===== config.mk =====
export PLATFORM = sky130hd
export DESIGN_NAME = mem_access_flat
export DESIGN_NICKNAME = d
export VERILOG_FILES = /design/src/rtl/mem_access_pkg.sv /design/src/rtl/mem_access_if.sv /design/src/rtl/mem_lane_align.sv /design/src/rtl/mem_access.sv /design/src/flat_wrapper.sv
export SDC_FILE = /design/constraint.sdc
export NUM_CORES = 1
export LEC_CHECK = 0
export CELL_PAD_IN_SITES_DETAIL_PLACEMENT = 2
export CELL_PAD_IN_SITES_GLOBAL_PLACEMENT = 2
export CORE_MARGIN = 3
export CORE_UTILIZATION = 30
export CTS_BUF_LIST = sky130_fd_sc_hd__clkbuf_16
export DETAILED_ROUTE_END_ITERATION = 7
export PLACE_DENSITY = 0.94
export SLEW_MARGIN = 20
export SYNTH_ARGS = -nofsm -noshare
export SYNTH_HDL_FRONTEND = slang
export SYNTH_HIERARCHICAL = 1
export SYNTH_SLANG_ARGS = --single-unit

===== constraint.sdc =====
create_clock -name clk -period 5.7 [get_ports clk]
set_input_delay 1.14 -clock clk [delete_from_list [all_inputs] [get_ports clk]]
set_output_delay 1.14 -clock clk [all_outputs]
set_load 0.02 [all_outputs]

===== src/rtl/mem_access_pkg.sv =====
// Shared types and op codes for the MEM stage.
// Includes the write-back record, ALU op bundle and FSM state encoding.
package mem_access_pkg;

  typedef logic [31:0] ram_addr_t;
  typedef logic [3:0]  ram_be_t;
  typedef logic [1:0]  mem_state_t;

  localparam mem_state_t S_IDLE = 2'd0;
  localparam mem_state_t S_WAIT = 2'd1;
  localparam mem_state_t S_DONE = 2'd2;

  localparam logic [7:0] OR_OP = 8'h25;
  localparam logic [7:0] LB_OP = 8'h20;
  localparam logic [7:0] LW_OP = 8'h23;
  localparam logic [7:0] SB_OP = 8'h28;
  localparam logic [7:0] SW_OP = 8'h2B;

  typedef struct packed {
    logic        en;
    logic [4:0]  addr;
    logic [31:0] data;
  } reg_t;

  typedef struct packed {
    logic [7:0] op;
    logic [2:0] sel;
  } alu_t;

endpackage


===== src/rtl/mem_access_if.sv =====
// Data-RAM req/ack port between the MEM stage and the RAM.
// The master issues requests; the slave answers with a one-cycle ack.
interface mem_access_if
  import mem_access_pkg::*;
();

  logic        req;
  logic        we;
  ram_be_t     be;
  ram_addr_t   addr;
  logic [31:0] wdata;
  logic [31:0] rdata;
  logic        ack;

  modport master (
    output req, we, be, addr, wdata,
    input  rdata, ack
  );

  modport slave (
    input  req, we, be, addr, wdata,
    output rdata, ack
  );

endinterface


===== src/rtl/mem_lane_align.sv =====
// Byte-lane steering for LB/LW/SB/SW.
// Produces byte enables, replicated store data, load result and misalign flag.
module mem_lane_align
  import mem_access_pkg::*;
(
  input  logic [7:0]  i_op,
  input  logic [1:0]  i_a,
  input  logic [31:0] i_stdata,
  input  logic [31:0] i_rdata,
  output ram_be_t     o_be,
  output logic [31:0] o_wdata,
  output logic [31:0] o_ldata,
  output logic        o_misalign,
  output logic        o_is_mem,
  output logic        o_is_load,
  output logic        o_is_store
);

  logic       w_lb;
  logic       w_lw;
  logic       w_sb;
  logic       w_sw;
  logic [7:0] w_byte;

  assign w_lb = (i_op == LB_OP);
  assign w_lw = (i_op == LW_OP);
  assign w_sb = (i_op == SB_OP);
  assign w_sw = (i_op == SW_OP);

  assign o_is_load  = w_lb | w_lw;
  assign o_is_store = w_sb | w_sw;
  assign o_is_mem   = o_is_load | o_is_store;

  assign w_byte = i_rdata[{i_a, 3'b000} +: 8];

  always_comb begin
    o_be       = '0;
    o_wdata    = '0;
    o_ldata    = i_rdata;
    o_misalign = 1'b0;
    unique case (1'b1)
      w_lb: begin
        o_be    = 4'b0001 << i_a;
        o_ldata = {{24{w_byte[7]}}, w_byte};
      end
      w_lw: begin
        o_be       = 4'hF;
        o_misalign = |i_a;
      end
      w_sb: begin
        o_be    = 4'b0001 << i_a;
        o_wdata = {4{i_stdata[7:0]}};
      end
      w_sw: begin
        o_be       = 4'hF;
        o_wdata    = i_stdata;
        o_misalign = |i_a;
      end
      default: ;
    endcase
  end

endmodule


===== src/rtl/mem_access.sv =====
// MEM stage: runs data-RAM transactions, stalls while open,
// and registers the write-back record for WB.
module mem_access
  import mem_access_pkg::*;
#(
  parameter int TIMEOUT = 16,
  parameter int CNT_W   = 5
) (
  input  logic         clk,
  input  logic         rst,
  input  reg_t         mem_wreg_i,
  input  alu_t         mem_alu_i,
  input  ram_addr_t    mem_ramaddr_i,
  input  logic [31:0]  mem_stdata_i,
  output reg_t         mem_wreg_o,
  output logic         mem_err_o,
  output logic         mem_stallreq,
  mem_access_if.master ram
);

  mem_state_t  r_state;
  logic [CNT_W-1:0] r_cnt;
  logic        r_err;
  logic [31:0] r_rdata;
  logic        r_req;
  logic        r_we;
  ram_be_t     r_be;
  ram_addr_t   r_addr;
  logic [31:0] r_wdata;

  ram_be_t     w_be;
  logic [31:0] w_wdata;
  logic [31:0] w_ldata;
  logic        w_misalign;
  logic        w_is_mem;
  logic        w_is_load;
  logic        w_is_store;
  reg_t        w_wb;
  logic        w_unused;

  assign w_unused = ^mem_alu_i.sel;

  mem_lane_align u_align (
    .i_op       (mem_alu_i.op),
    .i_a        (mem_ramaddr_i[1:0]),
    .i_stdata   (mem_stdata_i),
    .i_rdata    (r_rdata),
    .o_be       (w_be),
    .o_wdata    (w_wdata),
    .o_ldata    (w_ldata),
    .o_misalign (w_misalign),
    .o_is_mem   (w_is_mem),
    .o_is_load  (w_is_load),
    .o_is_store (w_is_store)
  );

  assign mem_stallreq = w_is_mem && (r_state != S_DONE);

  assign ram.req   = r_req;
  assign ram.we    = r_we;
  assign ram.be    = r_be;
  assign ram.addr  = r_addr;
  assign ram.wdata = r_wdata;

  always_ff @(posedge clk or negedge rst) begin
    if (!rst) begin
      r_state <= S_IDLE;
      r_cnt   <= '0;
      r_err   <= 1'b0;
      r_rdata <= '0;
      r_req   <= 1'b0;
      r_we    <= 1'b0;
      r_be    <= '0;
      r_addr  <= '0;
      r_wdata <= '0;
    end else begin
      case (r_state)
        S_IDLE: begin
          if (w_is_mem && w_misalign) begin
            r_state <= S_DONE;
            r_err   <= 1'b1;
          end else if (w_is_mem) begin
            r_state <= S_WAIT;
            r_err   <= 1'b0;
            r_cnt   <= '0;
            r_req   <= 1'b1;
            r_we    <= w_is_store;
            r_be    <= w_be;
            r_addr  <= {mem_ramaddr_i[31:2], 2'b00};
            r_wdata <= w_wdata;
          end
        end
        S_WAIT: begin
          // ack wins over a coinciding timeout
          if (ram.ack) begin
            r_state <= S_DONE;
            r_req   <= 1'b0;
            r_rdata <= ram.rdata;
          end else if (r_cnt == CNT_W'(TIMEOUT - 1)) begin
            r_state <= S_DONE;
            r_req   <= 1'b0;
            r_err   <= 1'b1;
          end else begin
            r_cnt <= r_cnt + CNT_W'(1);
          end
        end
        S_DONE: begin
          r_state <= S_IDLE;
          r_err   <= 1'b0;
        end
        default: r_state <= S_IDLE;
      endcase
    end
  end

  always_comb begin
    w_wb = mem_wreg_i;
    if (w_is_load) w_wb.data = w_ldata;
    if (w_is_store || r_err) w_wb.en = 1'b0;
  end

  always_ff @(posedge clk or negedge rst) begin
    if (!rst) begin
      mem_wreg_o <= '0;
      mem_err_o  <= 1'b0;
    end else if (!mem_stallreq) begin
      mem_wreg_o <= w_wb;
      mem_err_o  <= w_is_mem && r_err;
    end else begin
      mem_wreg_o.en <= 1'b0;
      mem_err_o     <= 1'b0;
    end
  end

endmodule

===== src/flat_wrapper.sv =====
// flat-port wrapper written by rule: the top's interface ports become plain ports
module mem_access_flat import mem_access_pkg::*;
#(
  parameter int TIMEOUT = 16,
  parameter int CNT_W   = 5
)
  (clk, rst, mem_wreg_i, mem_alu_i, mem_ramaddr_i, mem_stdata_i, mem_wreg_o, mem_err_o, mem_stallreq, ram_req, ram_we, ram_be, ram_addr, ram_wdata, ram_rdata, ram_ack);
  mem_access_if ram_i ();
  input  logic clk;
  input  logic rst;
  input  reg_t mem_wreg_i;
  input  alu_t mem_alu_i;
  input  ram_addr_t mem_ramaddr_i;
  input  logic [31:0] mem_stdata_i;
  output reg_t mem_wreg_o;
  output logic mem_err_o;
  output logic mem_stallreq;
  output wire logic [$bits(ram_i.req)-1:0] ram_req;
  output wire logic [$bits(ram_i.we)-1:0] ram_we;
  output wire logic [$bits(ram_i.be)-1:0] ram_be;
  output wire logic [$bits(ram_i.addr)-1:0] ram_addr;
  output wire logic [$bits(ram_i.wdata)-1:0] ram_wdata;
  input wire logic [$bits(ram_i.rdata)-1:0] ram_rdata;
  input wire logic [$bits(ram_i.ack)-1:0] ram_ack;
  assign ram_req = ram_i.req;
  assign ram_we = ram_i.we;
  assign ram_be = ram_i.be;
  assign ram_addr = ram_i.addr;
  assign ram_wdata = ram_i.wdata;
  assign ram_i.rdata = ram_rdata;
  assign ram_i.ack = ram_ack;
  mem_access #(.TIMEOUT(TIMEOUT), .CNT_W(CNT_W)) u_core (.clk(clk), .rst(rst), .mem_wreg_i(mem_wreg_i), .mem_alu_i(mem_alu_i), .mem_ramaddr_i(mem_ramaddr_i), .mem_stdata_i(mem_stdata_i), .mem_wreg_o(mem_wreg_o), .mem_err_o(mem_err_o), .mem_stallreq(mem_stallreq), .ram(ram_i));
endmodule

==> results of run 1 <==
per-layer routing:
layer  track usage  vias to the layer above  part of all wire
met5             0                        -                 0
met4        0.0840                        0             0.037
met3        0.0446                       49             0.044
met2         0.354                      143              0.53
met1         0.233                     2813              0.39
li1              -                     2524                 -
cell families after synthesis:
| kind of cell | after synthesis |
|---|---|
| AO/OA/AOI/OAI | 117 |
| adder cells (fa/ha/maj) | 6 |
| buffers and inverters | 46 |
| flip-flops | 147 |
| multiplexers | 147 |
| other | 1 |
| AND/OR/NAND/NOR | 117 |
power by group:
part | internal [W] | switching (W)
clock network | 0.000640 | 0.000466
logic | 0.000416 | 0.000351
registers | 0.00120 | 0.000119
total | 0.00226 | 0.000936
stage by stage:
stage | cells | setup slack (ns)
floorplan | 582 | 1.85
global placement | 1089 | 0.782
detailed placement | 1089 | 0.743
CTS | 1120 | 0.727
global route | 1120 | 0.534
finish | 1120 | 0.779
worst paths after layout:
path | to | slack, ns | depth (start not counted)
worst min register to register | u_core/mem_wreg_o[37] | 0.46 | 1
max in group asynchronous | u_core/mem_wreg_o[23] | 3.89 | 2
worst max-delay path | mem_stallreq | 0.78 | 6
min in group asynchronous | u_core/ram.wdata[27] | 0.70 | 1
worst min-delay path | u_core/mem_wreg_o[37] | 0.46 | 1
worst max register to register | u_core/r_cnt[0] | 3.33 | 7
sequential cells by signal, indices dropped and copies added, names as in the netlist:
name and count:
u_core/mem_wreg_o 38, u_core/r_rdata 32, u_core/ram.wdata 32, u_core/ram.addr 30, u_core/r_cnt 5, u_core/ram.be 4
u_core/r_state 2, u_core/mem_err_o 1, u_core/r_err 1, u_core/ram.req 1, u_core/ram.we 1
critical path: cells and delay by family:
family	cells	cell delay, ns
AND/OR/NAND/NOR	3	1.05
buffers and inverters	2	1.09
AO/OA/AOI/OAI	1	0.49
area by class of cell:
class / instances / area, µm² / share of cell area
flip-flops and latches: 147 / 3680 / 0.358
multi-input cells: 389 / 3050 / 0.297
repair buffers: 262 / 2600 / 0.253
clock buffers: 17 / 425 / 0.0414
well taps: 285 / 357 / 0.0347
clock inverters: 14 / 140 / 0.0136
inverters: 6 / 22.5 / 0.00219
Yosys cell counts (2+ instances only):
| cell | instances |
|---|---|
| ha_1 | 6 |
| buf_2 | 15 |
| nand3_1 | 3 |
| a21oi_1 | 35 |
| o2bb2ai_1 | 7 |
| mux2i_1 | 34 |
| buf_4 | 2 |
| nand4_1 | 2 |
| and3_1 | 3 |
| a21o_1 | 26 |
| dfrtp_1 | 147 |
| and2_1 | 11 |
| buf_1 | 2 |
| a211oi_1 | 2 |
| nor4b_1 | 2 |
| nand2b_1 | 3 |
| nand3b_1 | 2 |
| nor4_1 | 2 |
| clkbuf_1 | 15 |
| nand2_1 | 72 |
| inv_1 | 6 |
| buf_6 | 6 |
| o21ai_0 | 35 |
| a22oi_1 | 8 |
| nor2_1 | 10 |
| mux2_4 | 19 |
| nor2b_1 | 3 |
| mux2_2 | 93 |
==> metrics.txt, run 1 <==
status finished clean; sequential-to-total area share from yosys stat 0.530; FF+latch count, synth 147; Initial Util 0.306; # fillers 2287; Compound-Gate Fraction of Synth Area 0.103; Setup crit start kind input pin; layout net count 977; Least-Margin Pin Slew 1.07 ns; Post-CTS Setup Inserts 0; Min Hold Slack 0.465 ns; CTS sink count 147; Pre-Repair DR Iteration Count 4; IO Count 258; post-route cell area 0.0103 mm²; largest net degree at the start of global routing 71; routability cong. 0.732; DRC 0; EDFF count, synth 0; Slowest-stage cell, CP clkdlybuf4s50_1; Tot GR Track Use 0.200; Max Cap Violations 0; Die W 158 µm; number of global-route vias before repair 6320; Routed WL per cell 22.5 µm; Hold Path Class flop to flop; core box area 0.0227 mm²; worst-skew pair later-pin latency 0.42 ns; FFs w/ async S/R, synth 1.00; initial antenna violation count 0; Syn Area/Cell 12.0 µm²; Synth Area in Adders 0.0108; crit path max fanout 7; first-pass GRT wire length 37600 µm; most frequent cells in the layout clkdlybuf4s50_1 (251), dfrtp_1 (147), mux2_2 (93); post-synth top area share 0.530; Remaining Overflow, GRT 0; hpwl dp 18900 µm; Num CTS Buffers 17; cell mode on critical path clkdlybuf4s50_1; Core Util, Final 0.452; slowest cell delay on critical path 0.67 ns; Root Driver clkbuf_16; # diodes 0; final setup fails 0; Worst EP required 4.56 ns; Synth Instances 581; hold_sp u_core/r_err; Vias/cell 4.94; Synth Cell Area 0.00695 mm²; TritonCTS clock tree built; critical-path cell list clkdlybuf4s50_1, nor4_1, nand2_1, a21oi_1, nor2b_4, clkdlybuf4s50_1; final period utilization 0.863; die height 158 µm; Placed Area 0.00971 mm²; Yosys top cell by area dfrtp_1; Area Growth Syn to Fin 47.9%; RSZ-0062 raised after global routing no; Detail Route Antenna Nets 0; Lkg Pwr 4.55 nW; xor/xnor share of the synthesized area 0; Netlist cell types 38; clk slew on worst S/H paths 0.06 ns; yosys warns 6; Fin. Hold Viols 0; # hold bufs at CTS 0; final WL 25300 µm; vias 5529; Tot Pwr 0.00319 W; Clock Path Buffers 2; Starting DRT DRC Count 164; largest family of logic cells by synthesized area multiplexers; share of post-route cells with drive strength above 1 0.188; Site Rows 55; synth top area cells dfrtp_1 (53%), mux2_2 (15%), mux2i_1 (4.9%); Max Slew Vio Count 0; minimum clock period 4.92 ns; Die ar. 0.0250 mm²; clk_skew 0.0100 ns; H-tree depth 4; # resized after CTS 0; FF-to-FF Start u_core/r_cnt[0]; Setup TNS 0 ns; VDD IR max 190 µV; CP arrival 3.78 ns; post-synthesis mux area share 0.244; IO Port Bufs 252; Worst setup startpoint mem_alu_i[5]; Peak Freq 203 MHz; Primary FF master, synth dfrtp_1; kind of critical path input pin to output port; critical path capture point type output port; Simple-Gate Fraction of Synth Area 0.0766; Slew headroom 0.283; most common cell after layout, fill and taps aside clkdlybuf4s50_1; P per Cell Area 311 mW/mm²
Power figures use the tool's default switching activity.
==> run 2, diff against run 1 <==
--- a/config.mk
+++ b/config.mk
@@ -5,10 +5,8 @@
 export SDC_FILE = /design/constraint.sdc
 export NUM_CORES = 1
 export LEC_CHECK = 0
-export CELL_PAD_IN_SITES_DETAIL_PLACEMENT = 2
-export CELL_PAD_IN_SITES_GLOBAL_PLACEMENT = 2
 export CORE_MARGIN = 3
-export CORE_UTILIZATION = 30
+export CORE_UTILIZATION = 48
 export CTS_BUF_LIST = sky130_fd_sc_hd__clkbuf_16
 export DETAILED_ROUTE_END_ITERATION = 7
 export PLACE_DENSITY = 0.94
==> run 2 against run 1 <==
- critical path depth is the same
- non-clock buffer count fell by 5
- worst hold slack gained 0.014 ns
- fmax is 0.96% lower
- highest routed layer unchanged
- clock-buffer cell count unchanged
==> metrics.txt, run 2 (same netlist as run 1, synthesis figures left out) <==
Lkg Pwr 4.55 nW (+0.11%); Initial Util 0.495 (+0.189); Die W 126 µm (-20%); Num CTS Buffers 17 (unchanged); core box area 0.0140 mm² (-38%); critical path capture point type output port; Cell Int Power 0.00234 W (+3.8%); hold depth 2 (+1); Vias/cell 5.35 (+8.3%); final WL 20000 µm (-21%); CP arrival 3.83 ns (+0.05 ns); Detail Route Antenna Nets 0 (unchanged); most frequent cells in the layout clkdlybuf4s50_1 (251), dfrtp_1 (147), mux2_2 (93); Setup crit start kind input pin; Most flops, register u_core/mem_wreg_o; final setup fails 0 (unchanged); Sequential cell area 0.00368 mm² (unchanged); FF-to-FF Start u_core/r_cnt[0]; final period utilization 0.872 (+0.00838); Worst setup startpoint mem_alu_i[5]; VDD IR max 239 µV (+26%); Starting DRT DRC Count 426 (+160%); Max Slew Vio Count 0 (unchanged); layout net count 972 (-0.51%); hpwl dp 13900 µm (-26%); # hold bufs at CTS 0 (unchanged); status finished clean; critical-path cell list clkdlybuf4s50_1, nor4_1, nand2_1, a21oi_1, nor2b_4, clkdlybuf4s50_1; IO Count 258 (unchanged); Min Hold Slack 0.478 ns (+0.0137 ns); non-filler cells in the finished layout 1012 (-9.6%); crit path max fanout 7 (unchanged); Routed WL per cell 19.7 µm (-13%); Hold Path Class flop to flop; initial antenna violation count 1 (+1); Slowest-stage cell, CP clkdlybuf4s50_1; Remaining Overflow, GRT 0 (unchanged); crit path capture mem_stallreq; Least-Margin Pin Slew 1.03 ns (-0.0386 ns); Pre-Repair DR Iteration Count 5 (+1); cell mode on critical path clkdlybuf4s50_1; reg2reg end u_core/r_cnt[0]; P_sw 0.000869 W (-7.1%); final setup margin 0.731 ns (-0.0478 ns); combinational power share 0.229 (-0.011); vias 5411 (-2.1%); # resized after CTS 0 (unchanged); area of the multi-input gates 0.00305 mm² (about the same); largest net degree at the start of global routing 104 (+46%); pre-CTS setup slack 0.739 ns (-0.00378 ns); IO Port Bufs 252 (unchanged); share of post-route cells with drive strength above 1 0.189 (+0.000905); Post-CTS Setup Inserts 0 (unchanged); number of global-route vias before repair 5709 (-9.7%); Tot GR Track Use 0.250 (+0.0498); Root Driver clkbuf_16; Placed Instances 979 (-10%); Fin. Hold Viols 0 (unchanged); H-tree depth 4 (unchanged); RSZ-0062 raised after global routing no; Clock Path Buffers 2 (unchanged); Setup TNS 0 ns (unchanged); Die ar. 0.0159 mm² (-36%); most common cell after layout, fill and taps aside clkdlybuf4s50_1; max FFs per register 38 (unchanged); die height 126 µm (-20%); kind of critical path input pin to output port; Site Rows 43 (-22%); reg2reg path depth 7 (unchanged); TritonCTS clock tree built; clk slew on worst S/H paths 0.06 ns (about the same); minimum clock period 4.97 ns (+0.0478 ns); worst-skew pair later-pin latency 0.41 ns (about the same); # fillers 957 (-58%); Seq pwr share 0.409 (-0.004); DRC 0 (unchanged); P per Cell Area 316 mW/mm² (+1.8%); Area Growth Syn to Fin 46.3%; Max Cap Violations 0 (unchanged); CTS sink count 147 (unchanged); Slew headroom 0.308 (+0.0252); Sw Ratio 0.271 (-0.0223); slowest cell delay on critical path 0.62 ns (-0.05 ns); Worst EP required 4.56 ns (about the same); routability cong. 0.809 (+11%); Peak Freq 201 MHz (-0.96%); clk_skew 0.00603 ns (-0.00399 ns); clock share of power 0.362 (+0.016); first-pass GRT wire length 31200 µm (-17%); FF-to-FF setup slack 3.39 ns (+0.06 ns)
[run 2: cell types whose count changed in the layout (fill, tap and decap cells not counted), sizes merged]
cell	previous run	this run
buf	11	6
clkinv	2	6
inv	11	7
bufinv	2	4
clkinvlp	5	4
diode	0	1
[run 2: cell type report]
cell class | instances | share of cell area
antenna | 1 | 0.000246
multi-input combinational | 389 | 0.301
sequential | 147 | 0.362
clock buffer | 17 | 0.0419
tap | 180 | 0.0222
timing repair buffer | 257 | 0.252
inverter | 6 | 0.00222
clock inverter | 15 | 0.0186
[run 2: critical path, delay by kind of cell]
family,cells,cell delay [ns]
buffers and inverters,2,1.04
AND/OR/NAND/NOR,3,1.17
AO/OA/AOI/OAI,1,0.46
[run 2: worst min-delay path by stage]
stage / from / end / slack (ns)
after floorplan: u_core/r_err / u_core/mem_wreg_o[37] / 0.43
after global placement: u_core/mem_wreg_o[26] / u_core/mem_wreg_o[26] / 0.46
after detailed placement: u_core/mem_wreg_o[10] / u_core/mem_wreg_o[10] / 0.47
after CTS: u_core/mem_wreg_o[26] / u_core/mem_wreg_o[26] / 0.48
after global routing: u_core/mem_wreg_o[6] / u_core/mem_wreg_o[6] / 0.50
final: u_core/mem_wreg_o[5] / u_core/mem_wreg_o[5] / 0.48
[run 2: stage by stage]
| step | instance area [µm²] | power [W] | util |
|---|---|---|---|
| finish | 10200 | 0.00321 | 0.723 |
| CTS | 10200 | 0.00324 | 0.723 |
| floorplan | 6950 | 0.00168 | - |
| global route | 10200 | 0.00335 | 0.723 |
| global placement | 9540 | 0.00203 | 0.679 |
| detailed placement | 9540 | 0.00206 | 0.679 |
[run 2: metal layers]
layer | up-vias | global-route usage | routed length, µm
li1 | 2518 | - | -
met1 | 2665 | 0.328 | 8330
met2 | 201 | 0.411 | 9960
met3 | 27 | 0.0585 | 1230
met4 | 0 | 0.0839 | 449
met5 | - | 0 | 0
[run 2: power groups by stage]
| stage | Sequential (W) | Clock, W | Combinational (W) |
|---|---|---|---|
| CTS | 0.00131 | 0.00119 | 0.000740 |
| global placement | 0.00132 | 0 | 0.000715 |
| finish | 0.00131 | 0.00116 | 0.000737 |
| global route | 0.00133 | 0.00123 | 0.000786 |
| detailed placement | 0.00133 | 0 | 0.000731 |
| floorplan | 0.00139 | 0 | 0.000284 |
